<file path="src/rtl/mini_cpu_pkg.sv">
// Shared opcodes, FSM encoding and instruction field layout for mini_cpu_ctrl
// and datapath_core.
package mini_cpu_pkg;

    localparam logic [3:0] OP_ADD = 4'b0000;
    localparam logic [3:0] OP_SUB = 4'b0001;
    localparam logic [3:0] OP_AND = 4'b0010;
    localparam logic [3:0] OP_OR  = 4'b0011;
    localparam logic [3:0] OP_XOR = 4'b0100;
    localparam logic [3:0] OP_SLT = 4'b0101;
    localparam logic [3:0] OP_SLL = 4'b0110;
    localparam logic [3:0] OP_SRL = 4'b0111;
    localparam logic [3:0] OP_LDI = 4'b1000;

    typedef enum logic [1:0] {
        S_IDLE = 2'd0,
        S_READ = 2'd1,
        S_EXEC = 2'd2,
        S_WB   = 2'd3
    } state_t;

    // Low bit of each field: op 4b, rd/rs1/rs2 2b, imm 8b (overlaps rs2).
    localparam int IR_OP_LSB  = 12;
    localparam int IR_RD_LSB  = 10;
    localparam int IR_RS1_LSB = 8;
    localparam int IR_RS2_LSB = 6;
    localparam int IR_IMM_LSB = 0;

    function automatic logic op_legal(input logic [3:0] op);
        return (op <= OP_LDI);
    endfunction

endpackage

</file>
<file path="src/rtl/datapath_core.sv">
// Combinational ALU/shifter with Z/N/C/V flags. For SUB, Carry is the borrow
// out of A - B; C and V are 0 for logic, shift, SLT and unknown opcodes.
module datapath_core
    import mini_cpu_pkg::*;
#(
    parameter int WIDTH = 8
) (
    input  logic [WIDTH-1:0] A,
    input  logic [WIDTH-1:0] B,
    input  logic [3:0]       OpCode,
    output logic [WIDTH-1:0] Result,
    output logic             Zero,
    output logic             Neg,
    output logic             Carry,
    output logic             Overflow
);

    localparam int SHW = $clog2(WIDTH);

    logic [WIDTH:0]   w_sum;
    logic [WIDTH:0]   w_diff;
    logic [SHW-1:0]   w_shamt;
    logic             w_slt;

    assign w_sum   = {1'b0, A} + {1'b0, B};
    assign w_diff  = {1'b0, A} - {1'b0, B};
    assign w_shamt = B[SHW-1:0];
    assign w_slt   = ($signed(A) < $signed(B));

    always_comb begin
        Result   = '0;
        Carry    = 1'b0;
        Overflow = 1'b0;
        case (OpCode)
            OP_ADD: begin
                Result   = w_sum[WIDTH-1:0];
                Carry    = w_sum[WIDTH];
                Overflow = (A[WIDTH-1] == B[WIDTH-1]) && (w_sum[WIDTH-1] != A[WIDTH-1]);
            end
            OP_SUB: begin
                Result   = w_diff[WIDTH-1:0];
                Carry    = w_diff[WIDTH];
                Overflow = (A[WIDTH-1] != B[WIDTH-1]) && (w_diff[WIDTH-1] != A[WIDTH-1]);
            end
            OP_AND:  Result = A & B;
            OP_OR:   Result = A | B;
            OP_XOR:  Result = A ^ B;
            OP_SLT:  Result[0] = w_slt;
            OP_SLL:  Result = A << w_shamt;
            OP_SRL:  Result = A >> w_shamt;
            default: Result = '0;
        endcase
    end

    assign Zero = (Result == '0);
    assign Neg  = Result[WIDTH-1];

endmodule

</file>
<file path="src/rtl/mini_cpu_regfile.sv">
// 4 x WIDTH register file: synchronous write and clear, three combinational
// read ports (two operands plus debug).
module mini_cpu_regfile #(
    parameter int WIDTH = 8
) (
    input  logic             clk,
    input  logic             rst,
    input  logic             i_we,
    input  logic [1:0]       i_waddr,
    input  logic [WIDTH-1:0] i_wdata,
    input  logic [1:0]       i_raddr_a,
    input  logic [1:0]       i_raddr_b,
    input  logic [1:0]       i_dbg_addr,
    output logic [WIDTH-1:0] o_rdata_a,
    output logic [WIDTH-1:0] o_rdata_b,
    output logic [WIDTH-1:0] o_dbg_data
);

    logic [WIDTH-1:0] r_mem [4];

    always_ff @(posedge clk) begin
        if (rst) begin
            for (int i = 0; i < 4; i++) r_mem[i] <= '0;
        end else if (i_we) begin
            r_mem[i_waddr] <= i_wdata;
        end
    end

    assign o_rdata_a  = r_mem[i_raddr_a];
    assign o_rdata_b  = r_mem[i_raddr_b];
    assign o_dbg_data = r_mem[i_dbg_addr];

endmodule

</file>
<file path="src/rtl/mini_cpu_ctrl.sv">
// Four-state sequencer (IDLE/READ/EXEC/WB) around datapath_core and a 4-entry
// register file. MINI_CPU_RETIRE_CNT_EN enables the retired-instruction counter.
module mini_cpu_ctrl
    import mini_cpu_pkg::*;
#(
    parameter int WIDTH = 8,
    parameter int NREGS = 4
) (
    input  logic             clk,
    input  logic             rst,
    input  logic             instr_valid,
    output logic             instr_ready,
    input  logic [15:0]      instr,
    output logic             busy,
    output logic             done,
    output logic             err,
    output logic [WIDTH-1:0] result,
    output logic             flag_z,
    output logic             flag_n,
    output logic             flag_c,
    output logic             flag_v,
    input  logic [1:0]       dbg_addr,
    output logic [WIDTH-1:0] dbg_data,
    output logic [15:0]      retired,
    output state_t           dbg_state
);

    // Handshake: an instruction transfers on a rising edge where
    // instr_valid && instr_ready; the source holds instr stable until then.

    state_t           r_state;
    state_t           w_next;
    logic [15:0]      r_ir;
    logic [WIDTH-1:0] r_opa, r_opb;
    logic [WIDTH-1:0] r_pend_res;
    logic             r_pend_z, r_pend_n, r_pend_c, r_pend_v;
    logic [WIDTH-1:0] r_result;
    logic             r_z, r_n, r_c, r_v;

    logic [3:0]       w_op;
    logic [1:0]       w_rd, w_rs1, w_rs2;
    logic [WIDTH-1:0] w_imm;
    logic [WIDTH-1:0] w_rdata_a, w_rdata_b;
    logic [WIDTH-1:0] w_dp_res;
    logic             w_dp_z, w_dp_n, w_dp_c, w_dp_v;
    logic             w_in_wb, w_done, w_err;

    assign w_op  = r_ir[IR_OP_LSB +: 4];
    assign w_rd  = r_ir[IR_RD_LSB +: 2];
    assign w_rs1 = r_ir[IR_RS1_LSB +: 2];
    assign w_rs2 = r_ir[IR_RS2_LSB +: 2];
    assign w_imm = WIDTH'(r_ir[IR_IMM_LSB +: 8]);

    always_ff @(posedge clk) begin
        if (rst) r_state <= S_IDLE;
        else     r_state <= w_next;
    end

    always_comb begin
        w_next = r_state;
        case (r_state)
            S_IDLE:  if (instr_valid) w_next = S_READ;
            S_READ:  w_next = S_EXEC;
            S_EXEC:  w_next = S_WB;
            S_WB:    w_next = S_IDLE;
            default: w_next = S_IDLE;
        endcase
    end

    assign instr_ready = (r_state == S_IDLE);
    assign busy        = (r_state != S_IDLE);
    assign dbg_state   = r_state;

    // Reset in the WB cycle suppresses the pulse as well as the write.
    assign w_in_wb = (r_state == S_WB) && !rst;
    assign w_done  = w_in_wb && op_legal(w_op);
    assign w_err   = w_in_wb && !op_legal(w_op);
    assign done    = w_done;
    assign err     = w_err;

    datapath_core #(.WIDTH(WIDTH)) u_dp (
        .A        (r_opa),
        .B        (r_opb),
        .OpCode   (w_op),
        .Result   (w_dp_res),
        .Zero     (w_dp_z),
        .Neg      (w_dp_n),
        .Carry    (w_dp_c),
        .Overflow (w_dp_v)
    );

    mini_cpu_regfile #(.WIDTH(WIDTH)) u_rf (
        .clk        (clk),
        .rst        (rst),
        .i_we       (w_done),
        .i_waddr    (w_rd),
        .i_wdata    (r_pend_res),
        .i_raddr_a  (w_rs1),
        .i_raddr_b  (w_rs2),
        .i_dbg_addr (dbg_addr),
        .o_rdata_a  (w_rdata_a),
        .o_rdata_b  (w_rdata_b),
        .o_dbg_data (dbg_data)
    );

    always_ff @(posedge clk) begin
        if (rst) begin
            r_ir       <= '0;
            r_opa      <= '0;
            r_opb      <= '0;
            r_pend_res <= '0;
            r_pend_z   <= 1'b0;
            r_pend_n   <= 1'b0;
            r_pend_c   <= 1'b0;
            r_pend_v   <= 1'b0;
            r_result   <= '0;
            r_z        <= 1'b0;
            r_n        <= 1'b0;
            r_c        <= 1'b0;
            r_v        <= 1'b0;
        end else begin
            if (r_state == S_IDLE && instr_valid) r_ir <= instr;
            if (r_state == S_READ) begin
                r_opa <= w_rdata_a;
                r_opb <= w_rdata_b;
            end
            if (r_state == S_EXEC) begin
                if (w_op == OP_LDI) begin
                    r_pend_res <= w_imm;
                    r_pend_z   <= (w_imm == '0);
                    r_pend_n   <= w_imm[WIDTH-1];
                    r_pend_c   <= 1'b0;
                    r_pend_v   <= 1'b0;
                end else begin
                    r_pend_res <= w_dp_res;
                    r_pend_z   <= w_dp_z;
                    r_pend_n   <= w_dp_n;
                    r_pend_c   <= w_dp_c;
                    r_pend_v   <= w_dp_v;
                end
            end
            if (w_done) begin
                r_result <= r_pend_res;
                r_z      <= r_pend_z;
                r_n      <= r_pend_n;
                r_c      <= r_pend_c;
                r_v      <= r_pend_v;
            end
        end
    end

    assign result = r_result;
    assign flag_z = r_z;
    assign flag_n = r_n;
    assign flag_c = r_c;
    assign flag_v = r_v;

`ifdef MINI_CPU_RETIRE_CNT_EN
    logic [15:0] r_retired;

    always_ff @(posedge clk) begin
        if (rst)         r_retired <= '0;
        else if (w_done) r_retired <= r_retired + 16'd1;
    end

    assign retired = r_retired;
`else
    assign retired = '0;
`endif

endmodule

</file>
<file path="config.mk">
export PLATFORM = sky130hd
export DESIGN_NAME = mini_cpu_ctrl
export DESIGN_NICKNAME = d
export VERILOG_FILES = /design/src/rtl/mini_cpu_pkg.sv /design/src/rtl/datapath_core.sv /design/src/rtl/mini_cpu_regfile.sv /design/src/rtl/mini_cpu_ctrl.sv
export SDC_FILE = /design/constraint.sdc
export NUM_CORES = 1
export LEC_CHECK = 0
export CAP_MARGIN = 20
export CORE_MARGIN = 2
export CORE_UTILIZATION = 59
export CTS_BUF_LIST = sky130_fd_sc_hd__clkbuf_2 sky130_fd_sc_hd__clkbuf_4 sky130_fd_sc_hd__clkbuf_8
export DETAILED_ROUTE_END_ITERATION = 7
export PLACE_DENSITY_LB_ADDON = 0.12
export SYNTH_ARGS = -nofsm -noshare
export SYNTH_HDL_FRONTEND = slang
export SYNTH_SLANG_ARGS = --single-unit
</file>
<file path="constraint.sdc">
create_clock -name clk -period 3.8 [get_ports clk]
set_input_delay 1.14 -clock clk [delete_from_list [all_inputs] [get_ports clk]]
set_output_delay 1.14 -clock clk [all_outputs]
set_load 0.01 [all_outputs]
</file>
=== After elaboration in Yosys (flattened, before gate mapping) ===
Memories as Yosys holds them, arrays and structs flattened. A register that Yosys moved wholly into a read port is not among the register bits.
Index checks and enable logic that the tools add are counted.

* $add $sub $neg: 2
* Multipliers: 0
* Divide/modulo/power cells: 0
* $lt $le $gt $ge: 2
* Eq/ne operators: 16
* Shifts and indexed selects: 2
* Mux-type cells: 19
* Bitwise operators: 3
* Reductions and logical operators: 14

{| class="wikitable"
|+ Operators by type and width
! operator !! number
|-
| one-hot mux 7 bit (7 select lines) || 1
|-
| == test 4 x 3 -> 1 bit (second input constant) || 4
|-
| logical NOT 8 bit || 2
|-
| two-way mux 8 bit || 2
|-
| two-way mux 1 bit || 10
|-
| adder 8 x 8 -> 9 bit || 1
|-
| subtractor 8 x 8 -> 9 bit || 1
|-
| AND 8 bit || 1
|-
| == test 4 x 2 -> 1 bit (second input constant) || 2
|-
| < comparator 8 bit || 1
|-
| OR 8 bit || 1
|-
| one-hot mux 1 bit (8 select lines) || 1
|-
| one-hot mux 2 bit (4 select lines) || 1
|-
| OR reduction 8 bit || 1
|-
| left shift 8 x 3 -> 8 bit || 1
|-
| >> shifter 8 x 3 -> 8 bit || 1
|-
| bitwise XOR 8 bit || 1
|-
| logical AND 1 bit || 6
|-
| == test 2 bit (second input constant) || 2
|-
| == test 4 x 1 -> 1 bit (second input constant) || 1
|-
| == test 4 bit (second input constant) || 1
|-
| less-or-equal comparator 4 bit (second input constant) || 1
|-
| logical NOT 4 bit || 1
|-
| two-way mux 2 bit || 2
|-
| 8 further kinds || 12
|}

* Register bits: 42
* Bits in latches: 0
* Memory bits (writable): 32
* Bits in read-only memories: 0
* Bits of input ports: 21
* Output and inout port bits: 42
* Word-level logic and storage cells: 71
* Memories kept: 1

{| class="wikitable"
|+ Memories
! name !! depth !! width !! rd ports !! clocked after memory_dff !! write ports !! RTL line !! text
|-
| u_rf.r_mem || 4 || 8 || 3 || 2 || 4 || mini_cpu_regfile.sv:19 || <nowiki>logic [WIDTH-1:0] r_mem [4];</nowiki>
|}

=== Longest topological paths before layout ===
* Depth after elaboration: 8
* Gate-level depth with buffers: 11

=== Hierarchy ===
From an unflattened synthesis, not the netlist that was laid out.

* Cell total of the unflattened synthesis: 616
* Area, all modules: 6074.6 µm²

{| class="wikitable"
|+ By module, submodules not included
! module !! times used !! cells an instance !! area an instance (µm²) !! seq. area each (µm²)
|-
| mini_cpu_ctrl || 1 || 281 || 2489.9 || 1161.1
|-
| mini_cpu_regfile || 1 || 104 || 1868.0 || 960.9
|-
| datapath_core || 1 || 231 || 1716.6 || 0.0
|}

=== Worst setup path after synthesis ===
No wires, ideal clock.

* Path kind: input to output
* Start point: in dbg_addr[0]
* End point: out dbg_data[0]
* Arrival time: 2155 ps
* Required time: 2660 ps
* Setup slack: 505 ps
* Stages: 2
* Path buffers: 1
* Cells stage by stage: clkbuf_1 mux4_2

* Longest elaborated chain between the ends: 1

{| class="wikitable"
|+ RTL lines
! what !! RTL line !! text
|-
| start, declared || mini_cpu_ctrl.sv:22 || <nowiki>input logic [1:0] dbg_addr,</nowiki>
|-
| memory (4 x 8 bit) || -- ||
|-
| end, declared || mini_cpu_ctrl.sv:23 || <nowiki>output logic [WIDTH-1:0] dbg_data,</nowiki>
|}

No other way between the ends.

=== Final worst setup path ===
Same ends and word-level chain as after synthesis.

==> flow_summary.yaml <==
worst_setup_path:
  startpoint_type: "input pin"
  worstPathMaxFanout: 8
  crit_cells: 4
  endpoint: "dbg_data[0]"
  critPathRequiredTime_ps: 2660
  path_class: "in -> out"
  crit_slowest_cell: "clkdlybuf4s50_1"
  endpoint_kind: "primary output"
  critPathArrivalTime_ps: 2630
  r2r_slack_ps: 810
  reg2reg_to: "r_pend_z$_SDFFE_PP0P_"
  reg2regPathDepth: 9
  cpPeakStageDelay_ps: 520
  rr_startpoint: "r_opa[2]$_SDFFE_PP0N_"
  cp-startpoint: "dbg_addr[0]"
  path_cells: "clkdlybuf4s50_1, buf_12, mux4_2, dlygate4sd2_1"
  cp_top_family: "buffers and inverters"
  timing.critical_path.buf_inv: 3
drt:
  vias: 4633
  wl_per_cell_um: 20.02
  drcViolationCount: 0
  drt_iter0_drc: 294
  drt-total-wl_mm: 14.93
  drtAntennaViolNets: 0
  via_per_inst: 6.210
  firstDrtPassIters: 4
placed_design:
  place.gp.congestion: 0.9384
  dpl.cell_count: 730
  hpwlAfterDp_mm: 11.34
  portBuffers: 46
global_routing:
  grt_usage: 0.2894
  grt_start_max_net_pins: 35
  grt-ovfl-total: 0
  antenna_found_initial: 0
  grt_pass1_wl_mm: 23.24
  grt_pass1_vias: 4328
run_status:
  status: "complete, no violations"
sta:
  finalHoldViolCount: 0
  setup_violations: 0
  period_needed_ps: 3774
  post-route-period-util: 0.9930
  slew_headroom: 0.3717
  slew_violations: 0
  skew_ps: 17.20
  whs_ps: 465.5
  grt_setup_unrepaired: "no"
  max_freq_mhz: 265.0
  tightest_slew_ps: 934.6
clock_network:
  cts_tree: "done"
  clockBufferDepth: 2
  cts_root_buf: "clkbuf_8"
  htreeDepth: 3
  clk_latency_ps: 370
  clkSinkCount: 88
  numCtsBuffers: 9
  cts.reportedPaths.clkPinSlew_ps: 100
floorplan:
  dieHeight_um: 102.9
  ios: 63
  rows: 36
  core-area_mm2: 0.009639
  initial_utilization: 0.5985
  die-area_mm2: 0.01059
  die_w_um: 102.9
finish:
  n_fill_cell: 795
  finalNonFillerCells: 746
  n_antenna_cell: 0
  layout.nets: 662
  syn_to_final_growth_pct: 11.62
  drive_gt1_frac: 0.1175
logic_synthesis:
  synthCells: 580
  yosys_most_used_dff: "dfxtp_1"
  synth_top_cell_by_area: "dfxtp_1"
  synth_top_area_frac: 0.1943
  synth_area_leaders: "dfxtp_1 (19%), edfxtp_1 (17%), mux4_2 (11%), ha_1 (6.7%), and2_1 (3.7%)"
  synth_edf_count: 32
  post_synth.cell_area_avg_um2: 9.947
  ys_types: 66
  ys_async_sr_fraction: 0
  synth_seq_area_share: 0.3609
  synthTopCellsByCount: "dfxtp_1 (56), nand2_1 (56), nor2_1 (47), a21oi_1 (34), and2_1 (34)"
  synth.yosys.warnings: 0
  netlist_area_mm2: 0.005769
  yosys_register_bits: 88
run:
  drv_cap: 0
hold_path:
  hp-class: "reg -> reg"
pwr:
  ir_drop_uv: 412.4
  powerDensity_mw_per_mm2: 534.5
  leakage_nw: 2.467
[metal layers]
| layer | wire length, um | vias to the layer above | GRT usage |
|---|---|---|---|
| met1 | 6219 | 2249 | 0.3813 |
| met5 | 0 | - | 0 |
| met4 | 459 | 0 | 0.1043 |
| met2 | 7337 | 189 | 0.4785 |
| met3 | 919 | 38 | 0.05559 |
| li1 | - | 2157 | - |
[registers in the layout, summed over array words and instances, names as in the netlist]
name and cells:
r_opa 8, flag_z 1, r_ir 16, r_pend_v 1, r_pend_c 1, dbg_state 2, flag_v 1, result 8
flag_c 1, r_opb 8, r_pend_z 1, r_pend_res 8, u_rf.r_mem 32
[layout by cell type, fill, tap and decap left out, types with 9 or more instances in the layout]
| cell type | n |
|---|---|
| a21oi_1 | 34 |
| a21o_1 | 12 |
| mux2i_1 | 20 |
| ha_1 | 31 |
| a211oi_1 | 10 |
| conb_1 | 16 |
| buf_4 | 11 |
| nand2_1 | 56 |
| inv_1 | 24 |
| nor2_1 | 47 |
| o21ai_0 | 14 |
| mux4_2 | 28 |
| edfxtp_1 | 32 |
| dfxtp_1 | 56 |
| clkbuf_8 | 9 |
| clkdlybuf4s50_1 | 37 |
| and2_1 | 34 |
[where the power goes]
part	switching, W	internal [W]
registers	0.000206	0.00110
logic	0.000852	0.000648
clock network	0.000377	0.000256
total	0.00144	0.00201
[area by class of cell]
type	instances	area (um2)	area share
Inverter	25	93.84	0.01457
Sequential cell	88	2082	0.3233
Tap cell	133	166.4	0.02584
Clock buffer	9	123.9	0.01923
Timing Repair Buffer	58	548.0	0.08510
Multi-Input combinational cell	426	3356	0.5211
Clock inverter	7	70.07	0.01088
[cells by family after synthesis]
group	synth area share
and+or+nand+nor	0.1826
AOI/OAI and AO/OA	0.1408
DFF	0.3609
buffers and inverters	0.06723
muxes	0.1707
adders and majority gates	0.07417
xor gates and xnor gates	0.003037
other	0.0006500
[how the worst min path moves through the flow]
stage,start,to,slack (ps),depth (start not counted)
4_1_cts,r_ir[1]$_SDFFE_PP0P_,r_ir[1]$_SDFFE_PP0P_,470,2
2_1_floorplan,r_pend_v$_SDFFE_PP0P_,flag_v$_SDFFE_PP0P_,430,2
3_5_place_dp,result[5]$_SDFFE_PP0P_,result[5]$_SDFFE_PP0P_,440,1
6_report,result[5]$_SDFFE_PP0P_,result[5]$_SDFFE_PP0P_,470,1
5_1_grt,result[5]$_SDFFE_PP0P_,result[5]$_SDFFE_PP0P_,480,1
3_3_place_gp,result[1]$_SDFFE_PP0P_,result[1]$_SDFFE_PP0P_,440,1
[through the flow]
step	setup TNS (ps)	util	total power, W	cell area [um2]	setup WS (ps)
final	0	0.6681	0.003442	6440	26.48
after CTS	0	0.6681	0.003419	6440	22.01
after detailed placement	-1189	0.6490	0.002800	6256	-181.2
after global placement	-859.9	0.6490	0.002763	6256	-109.5
after floorplan	0	-	0.002366	5826	504.9
after global routing	0	0.6681	0.003635	6440	18.33
[repair_timing]
item	4_1_cts	5_1_grt
buffers inserted	0	0
resized for setup	8	0
endpoints found under the setup margin	8	0
hold buffers	0	0
Note: power is estimated with default switching activity, not from simulation.
